[src/rtl/vga_sync_monitor_if.sv]
// VGA pin bundle between a sync source and the passive monitor.
interface vga_sync_monitor_if;
  logic       VGA_HS;
  logic       VGA_VS;
  logic [3:0] VGA_R;
  logic [3:0] VGA_G;
  logic [3:0] VGA_B;

  modport master (output VGA_HS, VGA_VS, VGA_R, VGA_G, VGA_B);
  modport slave  (input  VGA_HS, VGA_VS, VGA_R, VGA_G, VGA_B);
endinterface

[src/rtl/vga_sync_monitor.sv]
// Passive VGA timing checker: measures HS/VS timing, locks onto the expected mode.
// Optional per-frame pixel checksum is built only when MON_CHECKSUM_EN is defined.
module vga_sync_monitor #(
  parameter int unsigned H_PERIOD_CLKS  = 1600,
  parameter int unsigned HS_WIDTH_CLKS  = 192,
  parameter int unsigned V_LINES        = 525,
  parameter int unsigned VS_WIDTH_LINES = 2,
  parameter int unsigned TOL            = 4,
  parameter int unsigned LOCK_FRAMES    = 2
) (
  input  logic              MAX10_CLK1_50,
  input  logic              RST,
  vga_sync_monitor_if.slave vga,
  output logic              locked,
  output logic              frame_done,
  output logic [11:0]       h_period,
  output logic [11:0]       hs_width,
  output logic [9:0]        v_lines,
  output logic [3:0]        vs_width,
  output logic [15:0]       frame_count,
  output logic              err_h,
  output logic              err_v,
  output logic [15:0]       checksum
);

  localparam logic [11:0] HpMin    = 12'(H_PERIOD_CLKS - TOL);
  localparam logic [11:0] HpMax    = 12'(H_PERIOD_CLKS + TOL);
  localparam logic [11:0] HwMin    = 12'(HS_WIDTH_CLKS - TOL);
  localparam logic [11:0] HwMax    = 12'(HS_WIDTH_CLKS + TOL);
  localparam logic [9:0]  VLines   = 10'(V_LINES);
  localparam logic [3:0]  VsWidth  = 4'(VS_WIDTH_LINES);
  localparam logic [7:0]  LockLast = 8'(LOCK_FRAMES - 1);

  typedef enum logic [1:0] {StSearch, StMeasure, StLocked} state_e;

  state_e      state_q, state_d;
  logic [2:0]  hs_pipe_q, vs_pipe_q;  // {delayed, synced, meta}
  logic [11:0] h_cnt_q, h_period_q, hs_width_q;
  logic [9:0]  line_cnt_q, v_lines_q;
  logic [3:0]  vsl_cnt_q, vs_width_q;
  logic [15:0] frame_count_q;
  logic [7:0]  good_cnt_q, good_cnt_d;
  logic        h_seen_q, vs_seen_q, frame_bad_q, frame_done_q, err_h_q, err_v_q;
  logic        err_h_set, err_v_set, restart;

  always_ff @(posedge MAX10_CLK1_50 or posedge RST) begin
    if (RST) begin
      hs_pipe_q <= 3'b111;
      vs_pipe_q <= 3'b111;
    end else begin
      hs_pipe_q <= {hs_pipe_q[1:0], vga.VGA_HS};
      vs_pipe_q <= {vs_pipe_q[1:0], vga.VGA_VS};
    end
  end

  logic hs_sync, vs_sync, hs_fall, hs_rise, vs_fall;
  assign hs_sync = hs_pipe_q[1];
  assign vs_sync = vs_pipe_q[1];
  assign hs_fall = hs_pipe_q[2] & ~hs_sync;
  assign hs_rise = ~hs_pipe_q[2] & hs_sync;
  assign vs_fall = vs_pipe_q[2] & ~vs_sync;

  logic period_ok, width_ok, period_chk, line_bad, v_ok, frame_good, frame_pulse;
  logic h_timeout, v_timeout;
  assign period_ok   = (h_cnt_q >= HpMin) && (h_cnt_q <= HpMax);
  assign width_ok    = (h_cnt_q >= HwMin) && (h_cnt_q <= HwMax);
  // The line that opens a frame is not judged; the fall closing a frame's last line is.
  assign period_chk  = hs_fall && h_seen_q && (vs_fall || line_cnt_q > 10'd1);
  assign line_bad    = (period_chk && !period_ok) || (hs_rise && h_seen_q && !width_ok);
  assign v_ok        = (line_cnt_q == VLines) && (vsl_cnt_q == VsWidth);
  assign frame_good  = !frame_bad_q && !line_bad && v_ok;
  assign frame_pulse = vs_fall && vs_seen_q;
  assign h_timeout   = (h_cnt_q == 12'd4094) && !hs_fall;
  assign v_timeout   = hs_fall && !vs_fall && (line_cnt_q == 10'h3ff);

  always_ff @(posedge MAX10_CLK1_50 or posedge RST) begin
    if (RST) state_q <= StSearch;
    else     state_q <= state_d;
  end

  always_comb begin
    state_d    = state_q;
    good_cnt_d = good_cnt_q;
    err_h_set  = 1'b0;
    err_v_set  = 1'b0;
    unique case (state_q)
      StSearch: begin
        if (frame_pulse) begin
          state_d    = StMeasure;
          good_cnt_d = '0;
        end
      end
      StMeasure: begin
        if (frame_pulse) begin
          if (frame_good) begin
            good_cnt_d = good_cnt_q + 8'd1;
            if (good_cnt_q >= LockLast) state_d = StLocked;
          end else begin
            good_cnt_d = '0;
          end
        end
      end
      StLocked: begin
        if (line_bad) begin
          state_d   = StSearch;
          err_h_set = 1'b1;
        end else if (frame_pulse && !v_ok) begin
          state_d   = StSearch;
          err_v_set = 1'b1;
        end
      end
      default: state_d = StSearch;
    endcase
    if (h_timeout) begin
      state_d   = StSearch;
      err_h_set = err_h_set | (state_q == StLocked);
    end
    if (v_timeout) begin
      state_d   = StSearch;
      err_v_set = err_v_set | (state_q == StLocked);
    end
    restart = (state_d == StSearch) && ((state_q != StSearch) || h_timeout || v_timeout);
  end

  always_comb begin
    locked = (state_q == StLocked);
  end

  always_ff @(posedge MAX10_CLK1_50 or posedge RST) begin
    if (RST) begin
      h_cnt_q       <= '0;
      h_period_q    <= '0;
      hs_width_q    <= '0;
      line_cnt_q    <= '0;
      vsl_cnt_q     <= '0;
      v_lines_q     <= '0;
      vs_width_q    <= '0;
      frame_count_q <= '0;
      good_cnt_q    <= '0;
      h_seen_q      <= 1'b0;
      vs_seen_q     <= 1'b0;
      frame_bad_q   <= 1'b0;
      frame_done_q  <= 1'b0;
      err_h_q       <= 1'b0;
      err_v_q       <= 1'b0;
    end else begin
      if (hs_fall)                  h_cnt_q <= 12'd1;
      else if (h_cnt_q != 12'hfff)  h_cnt_q <= h_cnt_q + 12'd1;
      if (hs_fall && h_seen_q)      h_period_q <= h_cnt_q;
      if (hs_rise && h_seen_q)      hs_width_q <= h_cnt_q;
      h_seen_q <= !restart && (h_seen_q || hs_fall);

      // An HS fall coincident with the VS fall is the new frame's first line.
      if (restart) begin
        line_cnt_q <= '0;
        vsl_cnt_q  <= '0;
      end else if (vs_fall) begin
        line_cnt_q <= hs_fall ? 10'd1 : 10'd0;
        vsl_cnt_q  <= hs_fall ? 4'd1 : 4'd0;
      end else if (hs_fall) begin
        if (line_cnt_q != 10'h3ff)          line_cnt_q <= line_cnt_q + 10'd1;
        if (!vs_sync && vsl_cnt_q != 4'hf)  vsl_cnt_q  <= vsl_cnt_q + 4'd1;
      end

      vs_seen_q    <= !restart && (vs_seen_q || vs_fall);
      frame_bad_q  <= !(restart || vs_fall) && (frame_bad_q || line_bad);
      frame_done_q <= frame_pulse;
      if (frame_pulse) begin
        frame_count_q <= frame_count_q + 16'd1;
        v_lines_q     <= line_cnt_q;
        vs_width_q    <= vsl_cnt_q;
      end
      good_cnt_q <= good_cnt_d;
      err_h_q    <= err_h_q | err_h_set;
      err_v_q    <= err_v_q | err_v_set;
    end
  end

  assign frame_done  = frame_done_q;
  assign h_period    = h_period_q;
  assign hs_width    = hs_width_q;
  assign v_lines     = v_lines_q;
  assign vs_width    = vs_width_q;
  assign frame_count = frame_count_q;
  assign err_h       = err_h_q;
  assign err_v       = err_v_q;

`ifdef MON_CHECKSUM_EN
  logic [15:0] acc_q, checksum_q;
  always_ff @(posedge MAX10_CLK1_50 or posedge RST) begin
    if (RST) begin
      acc_q      <= '0;
      checksum_q <= '0;
    end else if (frame_pulse) begin
      checksum_q <= acc_q;
      acc_q      <= '0;
    end else if (hs_sync && vs_sync) begin
      acc_q <= acc_q + {4'h0, vga.VGA_R, vga.VGA_G, vga.VGA_B};
    end
  end
  assign checksum = checksum_q;
`else
  logic unused_rgb;
  assign unused_rgb = ^{vga.VGA_R, vga.VGA_G, vga.VGA_B};
  assign checksum   = 16'h0000;
`endif

endmodule

[src/flat_wrapper.sv]
// flat-port wrapper written by rule: the top's interface ports become plain ports
module vga_sync_monitor_flat 
#(
  parameter int unsigned H_PERIOD_CLKS  = 1600,
  parameter int unsigned HS_WIDTH_CLKS  = 192,
  parameter int unsigned V_LINES        = 525,
  parameter int unsigned VS_WIDTH_LINES = 2,
  parameter int unsigned TOL            = 4,
  parameter int unsigned LOCK_FRAMES    = 2
)
  (MAX10_CLK1_50, RST, locked, frame_done, h_period, hs_width, v_lines, vs_width, frame_count, err_h, err_v, checksum, vga_VGA_HS, vga_VGA_VS, vga_VGA_R, vga_VGA_G, vga_VGA_B);
  vga_sync_monitor_if vga_i ();
  input  logic MAX10_CLK1_50;
  input  logic RST;
  output logic locked;
  output logic frame_done;
  output logic [11:0] h_period;
  output logic [11:0] hs_width;
  output logic [9:0] v_lines;
  output logic [3:0] vs_width;
  output logic [15:0] frame_count;
  output logic err_h;
  output logic err_v;
  output logic [15:0] checksum;
  input wire logic [$bits(vga_i.VGA_HS)-1:0] vga_VGA_HS;
  input wire logic [$bits(vga_i.VGA_VS)-1:0] vga_VGA_VS;
  input wire logic [$bits(vga_i.VGA_R)-1:0] vga_VGA_R;
  input wire logic [$bits(vga_i.VGA_G)-1:0] vga_VGA_G;
  input wire logic [$bits(vga_i.VGA_B)-1:0] vga_VGA_B;
  assign vga_i.VGA_HS = vga_VGA_HS;
  assign vga_i.VGA_VS = vga_VGA_VS;
  assign vga_i.VGA_R = vga_VGA_R;
  assign vga_i.VGA_G = vga_VGA_G;
  assign vga_i.VGA_B = vga_VGA_B;
  vga_sync_monitor #(.H_PERIOD_CLKS(H_PERIOD_CLKS), .HS_WIDTH_CLKS(HS_WIDTH_CLKS), .V_LINES(V_LINES), .VS_WIDTH_LINES(VS_WIDTH_LINES), .TOL(TOL), .LOCK_FRAMES(LOCK_FRAMES)) u_core (.MAX10_CLK1_50(MAX10_CLK1_50), .RST(RST), .vga(vga_i), .locked(locked), .frame_done(frame_done), .h_period(h_period), .hs_width(hs_width), .v_lines(v_lines), .vs_width(vs_width), .frame_count(frame_count), .err_h(err_h), .err_v(err_v), .checksum(checksum));
endmodule
[config.mk]
export PLATFORM = sky130hd
export DESIGN_NAME = vga_sync_monitor_flat
export DESIGN_NICKNAME = d
export VERILOG_FILES = /design/src/rtl/vga_sync_monitor_if.sv /design/src/rtl/vga_sync_monitor.sv /design/src/flat_wrapper.sv
export SDC_FILE = /design/constraint.sdc
export NUM_CORES = 1
export LEC_CHECK = 0
export CORE_ASPECT_RATIO = 0.5
export CORE_MARGIN = 2
export CORE_UTILIZATION = 46
export DETAILED_ROUTE_END_ITERATION = 10
export PLACE_DENSITY = 0.72
export RECOVER_POWER = 100
export SLEW_MARGIN = 20
export SYNTH_ARGS = -nofsm -noshare
export SYNTH_HDL_FRONTEND = slang
export SYNTH_SLANG_ARGS = --single-unit
[constraint.sdc]
create_clock -name MAX10_CLK1_50 -period 4.4 [get_ports MAX10_CLK1_50]
set_input_delay 0.88 -clock MAX10_CLK1_50 [delete_from_list [all_inputs] [get_ports MAX10_CLK1_50]]
set_output_delay 0.88 -clock MAX10_CLK1_50 [all_outputs]
set_load 0.03 [all_outputs]
==> impl_metrics.py <==
metrics = {
    "pwr": {
        "clkPwrFrac_pct": 33.5,
        "power.leakage_nw": 2.858,
        "seq_power_share_pct": 47.5,
        "switching_power_w": 0.0007340,
        "p_comb_share_pct": 19.0,
        "peakVddDrop_v": 0.0001878,
        "p_sw_share_pct": 30.85,
        "internal-power_w": 0.001645,
        "power.density_mw_per_mm2": 407.6,
    },
    "clock_tree": {
        "clockBufferDepth": 2,
        "htreeDepth": 3,
        "cts_buffers": 9,
        "cts_tree": "yes",
        "cts.clk_slew.worst_paths_ns": 0.07,
        "root_buffer": "clkbuf_16",
        "ctsResizeCount": 0,
        "cts_hold_buffers": 0,
        "clock_sinks": 102,
        "cts_post_setup_buffers_inserted": 0,
        "clock_latency_ns": 0.34,
    },
    "yosys": {
        "ys_warn_count": 0,
        "synth-xor-area-share_pct": 5.894,
        "netlist_area_mm2": 0.004903,
        "synth_compound_area_share_pct": 9.109,
        "synth_area_per_cell_um2": 9.768,
        "synthTopCellsByArea": "dfrtp_1, nand2_1, xnor2_1",
        "synth_fa_ha_area_share_pct": 3.062,
        "synth_top_family_by_area": "simple AND/OR/NAND/NOR gates",
        "ys_seq_area_share_pct": 52.21,
        "syn-instance-count": 502,
        "synth_top_area_share_pct": 48.99,
        "synth_edf_count": 0,
        "yosysUniqueCellTypes": 58,
        "dominantRegCellSynth": "dfrtp_1",
        "yosys_register_bits": 102,
        "muxShareOfSynthArea_pct": 2.501,
        "synthSimpleGateAreaFrac_pct": 21.59,
        "yosys.area.top_type": "dfrtp_1",
        "async_flop_share_pct": 100.0,
    },
    "floorplan": {
        "io-pin-count": 90,
        "die_area_mm2": 0.01155,
        "die_y_um": 77.01,
        "core_mm2": 0.01028,
        "die_x_um": 150.0,
        "initial_core_util_pct": 47.70,
        "rows": 26,
    },
    "timing": {
        "max_freq_mhz": 322.3,
        "rsz0062_at_grt": "false",
        "tightest_slew_ns": 1.724,
        "slew_viol_final": 84,
        "slew_headroom_pct": -15.17,
        "fin_crit_sh_pct": 70.51,
        "final-hold-violation-count": 0,
        "setup_viol": 0,
        "clock_skew_ns": 0.006491,
        "finalSetupTns_ns": 0,
        "fin_crit_ns": 3.102,
    },
    "finish": {
        "final_nets": 585,
        "drive_gt1_share_pct": 5.338,
        "seq_area_mm2": 0.002560,
        "antenna_cells": 0,
        "multi_input_area_mm2": 0.002112,
        "fin_area_mm2": 0.005837,
        "syn_to_final_growth_pct": 19.04,
        "fin_cells": 702,
        "filler_cell_count": 919,
    },
    "run_status": {
        "failed_checks": "max-capacitance violations, max-slew violations",
        "status": "complete, but fails checks",
    },
    "setup_path": {
        "rrSetupSlack_ns": 1.30,
        "r2r_cells": 8,
        "arrival_ns": 3.38,
        "critPathLaunchType": "flip-flop",
        "reg2reg_from": "u_core.vs_pipe_q[2]",
        "critPathKind": "flip-flop to flip-flop",
        "cp_max_fo": 23,
        "cp.required_ns": 4.68,
        "rr_endpoint": "u_core.good_cnt_q[3]",
        "crit_path_end_kind": "flip-flop",
    },
    "hold_path": {
        "min-delay-start": "u_core.vs_pipe_q[0]",
        "hold_end": "u_core.vs_pipe_q[1]",
        "hp-class": "flip-flop to flip-flop",
        "whs_path_depth": 0,
    },
    "drt": {
        "dr.pass1.iters": 4,
        "detail_route.wl_per_cell_um": 14.09,
        "vias": 3646,
        "via_per_inst": 5.194,
        "drtIter0Drc": 233,
        "drc": 0,
        "drt.antenna.violating_nets": 0,
        "wirelength_um": 9891,
    },
    "place": {
        "dp.cells": 686,
        "place.gp.congestion": 0.8233,
        "dpl.hpwl_um": 6762,
        "io_buffers": 61,
        "dpl_cell_area_mm2": 0.005569,
    },
    "flow_run": {
        "max_cap_violations": 1,
    },
    "global_routing": {
        "grt_pass1_vias": 3492,
        "grt_max_degree": 84,
        "grt.total_usage_pct": 18.54,
        "grt_pass1_wl_um": 17120,
        "grt.overflow.total": 0,
        "antenna_found_initial": 0,
    },
}
[cell families (layout without fill, tap and decap cells)]
logic type	count (synthesis)	after routing
AO/OA/AOI/OAI	62	62
XOR/XNOR	33	33
adder cells (fa/ha/maj)	12	12
buffers and inverters	51	96
flip-flops	102	102
multiplexers	11	11
other	1	16
AND/OR/NAND/NOR	230	230
[per-layer routing]
| layer | routed length (um) | up-vias | global-route usage (%) |
|---|---|---|---|
| met5 | 0 | - | 0 |
| met4 | 72 | 0 | 3.679 |
| met3 | 502 | 7 | 4.405 |
| met2 | 4592 | 91 | 29.73 |
| met1 | 4725 | 1759 | 25.85 |
| li1 | - | 1789 | - |
[how the worst max path moves through the flow]
stage / startpoint / endpoint / slack, ns / depth (start not counted)
floorplan: RST / u_core.err_h / 0.85 / 1
global placement: u_core.hs_pipe_q[2] / u_core.vsl_cnt_q[1] / 1.65 / 7
detailed placement: u_core.hs_pipe_q[2] / u_core.vsl_cnt_q[1] / 1.62 / 7
CTS: u_core.vs_pipe_q[2] / u_core.good_cnt_q[3] / 1.60 / 8
global route: u_core.vs_pipe_q[2] / u_core.good_cnt_q[5] / 0.88 / 8
finish: u_core.vs_pipe_q[2] / u_core.good_cnt_q[3] / 1.30 / 8
[synth_stat cells, types with 4 or more instances]
| master | count |
|---|---|
| nand4_1 | 15 |
| a221oi_1 | 4 |
| and3_1 | 5 |
| or3_1 | 5 |
| buf_4 | 20 |
| nand2b_1 | 6 |
| a21oi_1 | 10 |
| dfstp_2 | 6 |
| dfrtp_1 | 96 |
| clkbuf_1 | 11 |
| ha_1 | 12 |
| buf_2 | 5 |
| inv_1 | 11 |
| nand2_1 | 104 |
| o21ai_1 | 12 |
| nand3_1 | 17 |
| a21o_1 | 6 |
| xnor2_1 | 19 |
| nor3_1 | 13 |
| mux2_1 | 9 |
| a211oi_1 | 4 |
| xor2_1 | 14 |
| and2_1 | 4 |
| nor2_1 | 44 |
[flip-flops by register name, summed over array words and instances (netlist names)]
name                flops
u_core.frame_done       1
u_core.state_q          2
u_core.h_period        12
u_core.vs_pipe_q        3
u_core.err_h            1
u_core.h_seen_q         1
u_core.good_cnt_q       8
u_core.vs_width         4
u_core.frame_bad_q      1
u_core.hs_pipe_q        3
u_core.line_cnt_q      10
u_core.hs_width        12
u_core.vs_seen_q        1
u_core.h_cnt_q         12
u_core.v_lines         10
u_core.err_v            1
u_core.vsl_cnt_q        4
u_core.frame_count     16
[critical path, stage by stage (launching register included)]
cell      delay [ns]
dfstp_2         0.53
nor2b_1         0.40
nand2_1         0.09
clkbuf_1        0.44
inv_2           0.46
nand2_1         0.30
or3_1           0.42
a221oi_1        0.27
a21o_1          0.12
[layout by cell type, fill, tap and decap left out, drive strengths merged, types with 4 or more instances in the layout]
cell type	instances
nand2	104
dfrtp	96
dlygate4sd3	61
nor2	44
xnor2	19
nand3	17
conb	16
nand4	16
clkbuf	16
o21ai	15
xor2	14
nor3	13
inv	13
ha	12
a21oi	11
mux2	10
a21o	6
nand2b	6
dfstp	6
and3	5
a211oi	5
or3	5
and2	4
a221oi	4
[final cells by class]
class | instances | share of cell area [%]
Inverter | 13 | 0.9003
Sequential cell | 102 | 43.86
Multi-Input combinational cell | 364 | 36.18
Timing Repair Buffer | 67 | 10.91
Clock inverter | 5 | 0.9861
Tap cell | 140 | 3.001
Clock buffer | 11 | 4.159
[through the flow]
stage	hold slack [ns]	total power (W)	util, %	setup slack [ns]
floorplan	0.3452	0.001464	-	0.8544
global placement	0.3469	0.001621	54.17	1.647
CTS	0.3598	0.002438	57.10	1.599
finish	0.3634	0.002379	56.78	1.298
detailed placement	0.3496	0.001635	54.17	1.623
global route	0.3707	0.002508	56.78	0.8782
[power groups by stage]
stage / logic, W / clock network, W / registers [W]
after floorplan: 0.000233 / 0 / 0.00123
after global placement: 0.000476 / 0 / 0.00115
after detailed placement: 0.000486 / 0 / 0.00115
after CTS: 0.000487 / 0.000817 / 0.00113
after global routing: 0.000495 / 0.000865 / 0.00115
final: 0.000452 / 0.000796 / 0.00113
(Power assumes the default switching activity.)
